**src/rtl/common_pkg.sv**
```systemverilog
// rtl/common_pkg.sv - shared reservation-station sizing and age-row types
package common_pkg;

  localparam int RS_NUM_ENTRIES = 8;
  localparam int RS_IDX_W       = $clog2(RS_NUM_ENTRIES);

  typedef logic [RS_NUM_ENTRIES-1:0] t_rs_age_row;

endpackage

```
**src/rtl/rob_defs_pkg.sv**
```systemverilog
// rtl/rob_defs_pkg.sv - reorder-buffer side types seen by the RS
package rob_defs_pkg;

  typedef struct packed {
    logic       valid;
    logic [5:0] rob_id;
  } t_nuke_pkt;

endpackage

```
**src/rtl/rs_age_matrix.sv**
```systemverilog
// rtl/rs_age_matrix.sv - age matrix and oldest-requester pick, used only with RS_AGE_PICK_EN
module rs_age_matrix #(
  parameter int N = 8
) (
  input  logic         clk,
  input  logic         reset,
  input  logic         flush,
  input  logic [N-1:0] alloc,
  input  logic [N-1:0] valid,
  input  logic [N-1:0] req,
  output logic [N-1:0] pick
);

  // age[i][j] = 1 means entry i was allocated before entry j
  logic [N-1:0] age [N];
  logic         found;
  logic         older;

  always_ff @(posedge clk) begin
    if (reset || flush) begin
      for (int i = 0; i < N; i++) age[i] <= '0;
    end else begin
      for (int i = 0; i < N; i++) begin
        for (int j = 0; j < N; j++) begin
          if (alloc[i])
            age[i][j] <= 1'b0;
          else if (alloc[j] && valid[i])
            age[i][j] <= 1'b1;
        end
      end
    end
  end

  always_comb begin
    pick  = '0;
    found = 1'b0;
    older = 1'b0;
    for (int i = 0; i < N; i++) begin
      older = 1'b0;
      for (int j = 0; j < N; j++) begin
        if (j != i && req[j] && age[j][i]) older = 1'b1;
      end
      if (req[i] && !older && !found) begin
        pick[i] = 1'b1;
        found   = 1'b1;
      end
    end
  end

endmodule

```
**src/rtl/rs_issue_sched.sv**
```systemverilog
// rtl/rs_issue_sched.sv - RS allocate/issue scheduler; RS_AGE_PICK_EN selects oldest-first issue
module rs_issue_sched
  import common_pkg::*, rob_defs_pkg::*;
#(
  parameter int NUM_RS_ENTRIES = RS_NUM_ENTRIES
) (
  input  logic                              clk,
  input  logic                              reset,
  input  t_nuke_pkt                         nuke_rb1,
  input  logic                              disp_valid_rs0,
  output logic                              rs_full_rs0,
  output logic [NUM_RS_ENTRIES-1:0]         e_alloc_rs0,
  input  logic [NUM_RS_ENTRIES-1:0]         e_valid,
  input  logic [NUM_RS_ENTRIES-1:0]         e_req_issue_rs1,
  output logic [NUM_RS_ENTRIES-1:0]         e_gnt_issue_rs1,
  input  logic                              ex_stall_rs1,
  output logic                              iss_valid_rs1,
  output logic [$clog2(NUM_RS_ENTRIES)-1:0] iss_idx_rs1
);

  localparam int IDX_W = (NUM_RS_ENTRIES == RS_NUM_ENTRIES) ? RS_IDX_W : $clog2(NUM_RS_ENTRIES);
  localparam int OCC_W = IDX_W + 1;

  logic [OCC_W-1:0]          occ;
  logic                      nuke;
  logic                      full_q;
  logic [NUM_RS_ENTRIES-1:0] free_vec;
  logic [NUM_RS_ENTRIES-1:0] alloc_pick;
  logic [NUM_RS_ENTRIES-1:0] gnt_pick;
  logic                      unused_nuke;

  assign nuke        = nuke_rb1.valid;
  assign unused_nuke = ^nuke_rb1.rob_id;
  assign full_q      = (occ == OCC_W'(NUM_RS_ENTRIES));
  assign rs_full_rs0 = ~reset & full_q;

  // An entry granted this cycle still shows e_valid, so it cannot be reused until next cycle
  assign free_vec   = ~e_valid;
  assign alloc_pick = free_vec & (~free_vec + (NUM_RS_ENTRIES)'(1));
  assign e_alloc_rs0 = (~reset & disp_valid_rs0 & ~full_q & ~nuke) ? alloc_pick : '0;

`ifdef RS_AGE_PICK_EN
  rs_age_matrix #(
    .N(NUM_RS_ENTRIES)
  ) u_age (
    .clk   (clk),
    .reset (reset),
    .flush (nuke),
    .alloc (e_alloc_rs0),
    .valid (e_valid),
    .req   (e_req_issue_rs1),
    .pick  (gnt_pick)
  );
`else
  assign gnt_pick = e_req_issue_rs1 & (~e_req_issue_rs1 + (NUM_RS_ENTRIES)'(1));
`endif

  assign e_gnt_issue_rs1 = (~reset & ~ex_stall_rs1 & ~nuke & (|e_req_issue_rs1)) ? gnt_pick : '0;
  assign iss_valid_rs1   = |e_gnt_issue_rs1;

  always_comb begin
    iss_idx_rs1 = '0;
    for (int i = 0; i < NUM_RS_ENTRIES; i++) begin
      if (e_gnt_issue_rs1[i]) iss_idx_rs1 = IDX_W'(i);
    end
  end

  always_ff @(posedge clk) begin
    if (reset || nuke)
      occ <= '0;
    else if ((|e_alloc_rs0) && !iss_valid_rs1)
      occ <= occ + OCC_W'(1);
    else if (!(|e_alloc_rs0) && iss_valid_rs1)
      occ <= occ - OCC_W'(1);
  end

`ifdef ASSERT
  always_ff @(posedge clk) begin
    if (!reset) begin
      assert (occ == OCC_W'($countones(e_valid)))
        else $error("rs_issue_sched: occupancy disagrees with e_valid");
      assert ($onehot0(e_gnt_issue_rs1))
        else $error("rs_issue_sched: multiple grants");
      assert ((e_gnt_issue_rs1 & ~e_req_issue_rs1) == '0)
        else $error("rs_issue_sched: grant without request");
    end
  end
`endif

endmodule

```
**config.mk**
```make
export PLATFORM = sky130hd
export DESIGN_NAME = rs_issue_sched
export DESIGN_NICKNAME = d
export VERILOG_FILES = /design/src/rtl/common_pkg.sv /design/src/rtl/rob_defs_pkg.sv /design/src/rtl/rs_age_matrix.sv /design/src/rtl/rs_issue_sched.sv
export SDC_FILE = /design/constraint.sdc
export NUM_CORES = 1
export LEC_CHECK = 0
export CAP_MARGIN = 20
export CORE_MARGIN = 3
export CORE_UTILIZATION = 28
export DETAILED_ROUTE_END_ITERATION = 10
export GPL_ROUTABILITY_DRIVEN = 1
export GPL_TIMING_DRIVEN = 0
export HOLD_SLACK_MARGIN = 0.05
export PLACE_DENSITY = 0.78
export SLEW_MARGIN = 0
export SYNTH_ARGS = -nofsm -noshare
export SYNTH_HDL_FRONTEND = slang
export SYNTH_SLANG_ARGS = --single-unit
```
**constraint.sdc**
```tcl
create_clock -name clk -period 2.4 [get_ports clk]
set_clock_uncertainty 0.15 [all_clocks]
set_input_delay 0.24 -clock clk [delete_from_list [all_inputs] [get_ports clk]]
set_output_delay 0.24 -clock clk [all_outputs]
set_load 0.02 [all_outputs]
```
Word-level counts from Yosys, hierarchy flattened
Index checks and enable logic that the tools add are counted.
{ "classes": {"addsub": 4, "eq_ne": 1, "n_mux": 11, "bitwise": 16, "n_reduce_logical": 9} }
{ "ops": {"columns": ["cell", "n"], "rows": [
  ["$not 8->8", 3],
  ["$reduce_or 8->1", 3],
  ["$mux 3", 6],
  ["$add 8x1->8 const B", 2],
  ["$and 8x8->8", 2],
  ["$mux 8", 2],
  ["$mux 4", 2],
  ["$and 1x1->1", 7],
  ["$add 4x1->4 const B", 1],
  ["$eq 4x4->1 const B", 1],
  ["$not 1->1", 4],
  ["$sub 4x1->4 const B", 1],
  ["$logic_and 1x1->1", 2],
  ["$logic_not 1->1", 2],
  ["$reduce_bool 2->1", 1],
  ["$logic_or 1x1->1", 1],
  ["$mux 1", 1]
]} }
{ "totals": {"reg_bits": 4, "in_bits": 27, "output_inout_bits": 21, "wordCells": 42} }

Depth between registers and ports, before layout
{ "depth": {"word_depth": 12, "ltp_mapped": 11, "depth_no_buf": 11} }

Least setup slack after synthesis
No wires, ideal clock.
{ "synth_path": {"path_kind": "reg2reg", "start": "reg occ[0]", "end": "reg occ[3]", "setup_time_ns": 0.058, "arrival_time_ns": 2.248, "t_required_ns": 2.192, "setup_slack_ns": -0.056, "path_stages_with_launch": 11, "n_path_buf": 0, "synth_period_minus_slack_ns": 2.456, "cell_sequence": "dfxtp_1 or4b_4 nand3_2 nor2_1 ha_1 inv_1 ha_1 a21oi_1 nand3_1 a211oi_1 a31o_1"} }
{ "synth_via": {"elab_chain_len": 9, "elab_cells_between_ends": 14, "cone_classes": "add/sub (2); eq/ne (1); mux (3); bitwise (3); reduce/logical (5)"} }
{ "synth_rtl": {"columns": ["item", "line_no", "rtl"], "rows": [
  ["start: declaration", "rs_issue_sched.sv:24", "logic [OCC_W-1:0] occ;"],
  ["start signal: assignment", "rs_issue_sched.sv:72", "occ <= occ + OCC_W'(1);"],
  ["start signal: assignment", "rs_issue_sched.sv:74", "occ <= occ - OCC_W'(1);"],
  ["$eq 4x4->1", "rs_issue_sched.sv:34", "assign full_q = (occ == OCC_W'(NUM_RS_ENTRIES));"],
  ["$not 1->1", "rs_issue_sched.sv:40", "assign e_alloc_rs0 = (~reset & disp_valid_rs0 & ~full_q & ~nuke) ? alloc_pick : '0;"],
  ["$and 1x1->1 (2 in series)", "rs_issue_sched.sv:40", null],
  ["$mux 8", "rs_issue_sched.sv:40", null],
  ["$reduce_or 8->1", "rs_issue_sched.sv:71, rs_issue_sched.sv:73", null],
  ["$logic_not 1->1", "rs_issue_sched.sv:73", "else if (!(|e_alloc_rs0) && iss_valid_rs1)"],
  ["$logic_and 1x1->1", "rs_issue_sched.sv:73", null],
  ["$reduce_bool 2->1 (no line)", null, null]
]} }
Parallel ways exist; a longest one is shown, timed or not. The select of a mux whose other input is x is not followed.
A chain may end at the register's enable or synchronous reset.

Final worst setup path
{ "layout_path": {"start": "reg occ[1]", "end": "out rs_full_rs0"} }
{ "layout_via": {"elab_chain_len": 2} }
{ "layout_rtl": {"columns": ["item", "line_no", "rtl"], "rows": [
  ["$eq 4x4->1", "rs_issue_sched.sv:34", null],
  ["$and 1x1->1", "rs_issue_sched.sv:35", "assign rs_full_rs0 = ~reset & full_q;"],
  ["end: declaration", "rs_issue_sched.sv:11", "output logic rs_full_rs0,"]
]} }
Every way passes these cells.

==> impl_metrics.ini <==
[outcome]
status = finished, final reports clean

[worst_setup_path]
worstSetupPathType = register to primary output
worstPathArrival_ps = 2000
end_kind = primary output
cp_slowest_stage_delay_ps = 620
cpLargestDelayFamily = buffers and inverters
start_kind = register
cp_max_fo = 2
required_ps = 2010
path_buf_inv = 2
slowest_stage = clkdlybuf4s50_1
r2r_slack_ps = 30
path_cells = or4b_4 -> buf_4 -> nor2_1 -> clkdlybuf4s50_1

[clock_tree]
htreeDepth = 1
ctsHoldBuffers = 0
clk_path_buf_depth = 2
path_clk_slew_ps = 40
cts_root_buf = clkbuf_4
cts_buffers = 3
cts_tree = built
worstSkewPairLatency_ps = 250
cts.sinks = 4

[synth]
synth_top_area_cell = dfxtp_1
netlist_top_cells_area = dfxtp_1, nor2_1, ha_1
ys_seq_elements = 4
ys_async_sr_fraction = 0
synth_warnings = 0
synth_area_um2 = 572
syn_inst = 77
ys.flop_type = dfxtp_1
synth_edf_count = 0
synth_top_area_frac = 0.140
ys_types = 36
syn_nets = 108
synth_seq_area_share = 0.140
syn_area_per_cell_um2 = 7.43

[sta]
slew_headroom = 0.816
tns_ps = 0
rsz0062_at_grt = yes
finalWorstSetupSlack_ps = 7.06
worst-slew-pin-transition_ps = 272
finalSetupViolations = 0
min_period_ps = 2390
fin_crit_sh = 0.997
maxSlewViolCount = 0
fmax_mhz = 418
finalHoldViolations = 0

[worst_hold_path]
hold_class = register to register

[power_and_ir_drop]
vdd_ir_drop_max_mv = 0.275
p_per_area_nw_per_um2 = 245
leakagePower_nw = 0.522
pwr-share-comb = 0.440
switchingPower_uw = 94.7
swShare = 0.331
p_int_uw = 191
seqPwrFrac = 0.254
p_clk_frac = 0.306

[placement]
gp_congestion = 0.758
portBuffers = 41
place_inst = 143
pre_cts_ws_ps = -376
hpwl_um = 1460
dpl-instance-area_um2 = 1030

[cells_and_area]
layout_common_cells = clkdlybuf4s50_1, nor2_1, dlygate4sd2_1, nand2_1
final_common_cell = clkdlybuf4s50_1
largest_register_ffs = 4
post-route-util = 0.643
fin_cells = 152
final_area_um2 = 1170
drive_above_1_share = 0.236
diodes = 0
top_regs = occ x4
final_nets = 160
fillers = 160
syn_to_final_growth_pct = 105
regMostFlops = occ

[route]
post_drt_wl_per_cell_um = 12.8
drt-vias-per-instance = 4.88
first_iter_violations = 5
firstDrtPassIters = 3
ant_nets = 0
drc = 0
vias = 742
routed_wirelength_um = 1950

[global_routing]
grt.overflow.total = 0
grt_use_total = 0.153
grt_antenna_before_repair = 0
grt_pass1_vias = 708
grt_pass1_wl_um = 3090
grt_max_degree = 7

[die]
pin_count = 48
die_x_um = 51.2
die_h_um = 51.2
die-area_um2 = 2620
core-area_um2 = 1820
num_rows = 15
initial_core_util = 0.314

[job]
drv_cap = 0
path summary, 6_finish.rpt:
kind / from / cells after the start / endpoint
max: occ[1] / 4 / rs_full_rs0
min: occ[2] / 2 / occ[2]
max reg2reg: occ[1] / 10 / occ[3]
min reg2reg: occ[2] / 2 / occ[2]
metal layers:
metal  share of wire  up-vias  track usage
met5               0        -            0
met1            0.43      329        0.174
met4           0.014        0       0.0538
met2            0.49       27        0.273
li1                -      384            -
met3           0.068        2       0.0408
cell usage after synthesis, types with 2 or more instances:
master	instances
a21oi_1	3
and2_1	2
and3_1	3
dfxtp_1	4
ha_1	3
inv_1	3
nand2_1	7
nand3_1	2
nor2_1	17
nor3_1	3
nor3b_1	4
nor4_1	2
power groups by stage:
stage,Combinational (mW),Sequential [mW],Clock [mW]
3_5_place_dp,0.112,0.0745,0
5_1_grt,0.137,0.0731,0.0959
3_3_place_gp,0.110,0.0745,0
6_report,0.126,0.0728,0.0875
2_1_floorplan,0.0525,0.0737,0
4_1_cts,0.117,0.0738,0.0912
final cells by class:
class                           count  area, µm²  share of cell area
Clock buffer                        3       22.5              0.0193
Buffer                              1       3.75             0.00321
Inverter                            3       13.8              0.0118
Tap cell                           25       31.3              0.0267
Multi-Input combinational cell     69        556               0.475
Sequential cell                     4       86.3              0.0738
Timing Repair Buffer               47        457               0.390
kinds of logic (layout without fill, tap and decap cells):
| kind of cell | after synthesis | after routing | synth area share |
|---|---|---|---|
| adders and majority gates | 4 | 4 | 0.101 |
| xor gates and xnor gates | 2 | 2 | 0.0306 |
| buffers and inverters | 4 | 54 | 0.0263 |
| AOI/OAI and AO/OA | 9 | 9 | 0.112 |
| muxes | 1 | 1 | 0.0175 |
| DFF | 4 | 4 | 0.140 |
| and+or+nand+nor | 53 | 53 | 0.573 |
worst min-delay path: cells and delay by family (launching register included):
family | cells | cell delay, ps
AND/OR/NAND/NOR | 1 | 80
flip-flops | 1 | 360
AO/OA/AOI/OAI | 1 | 70
what timing repair did:
item / CTS / global route
setup endpoints to repair: 8 / 7
resized for setup: 20 / 15
buffers inserted: 3 / 3
pin swaps: 6 / 7
cloned: 0 / 0
through the flow:
stage               power [mW]  hold slack (ps)
floorplan                0.126              308
global placement         0.185              440
detailed placement       0.187              435
CTS                      0.281              398
global route             0.306              425
finish                   0.286              394
(Power assumes the default switching activity.)
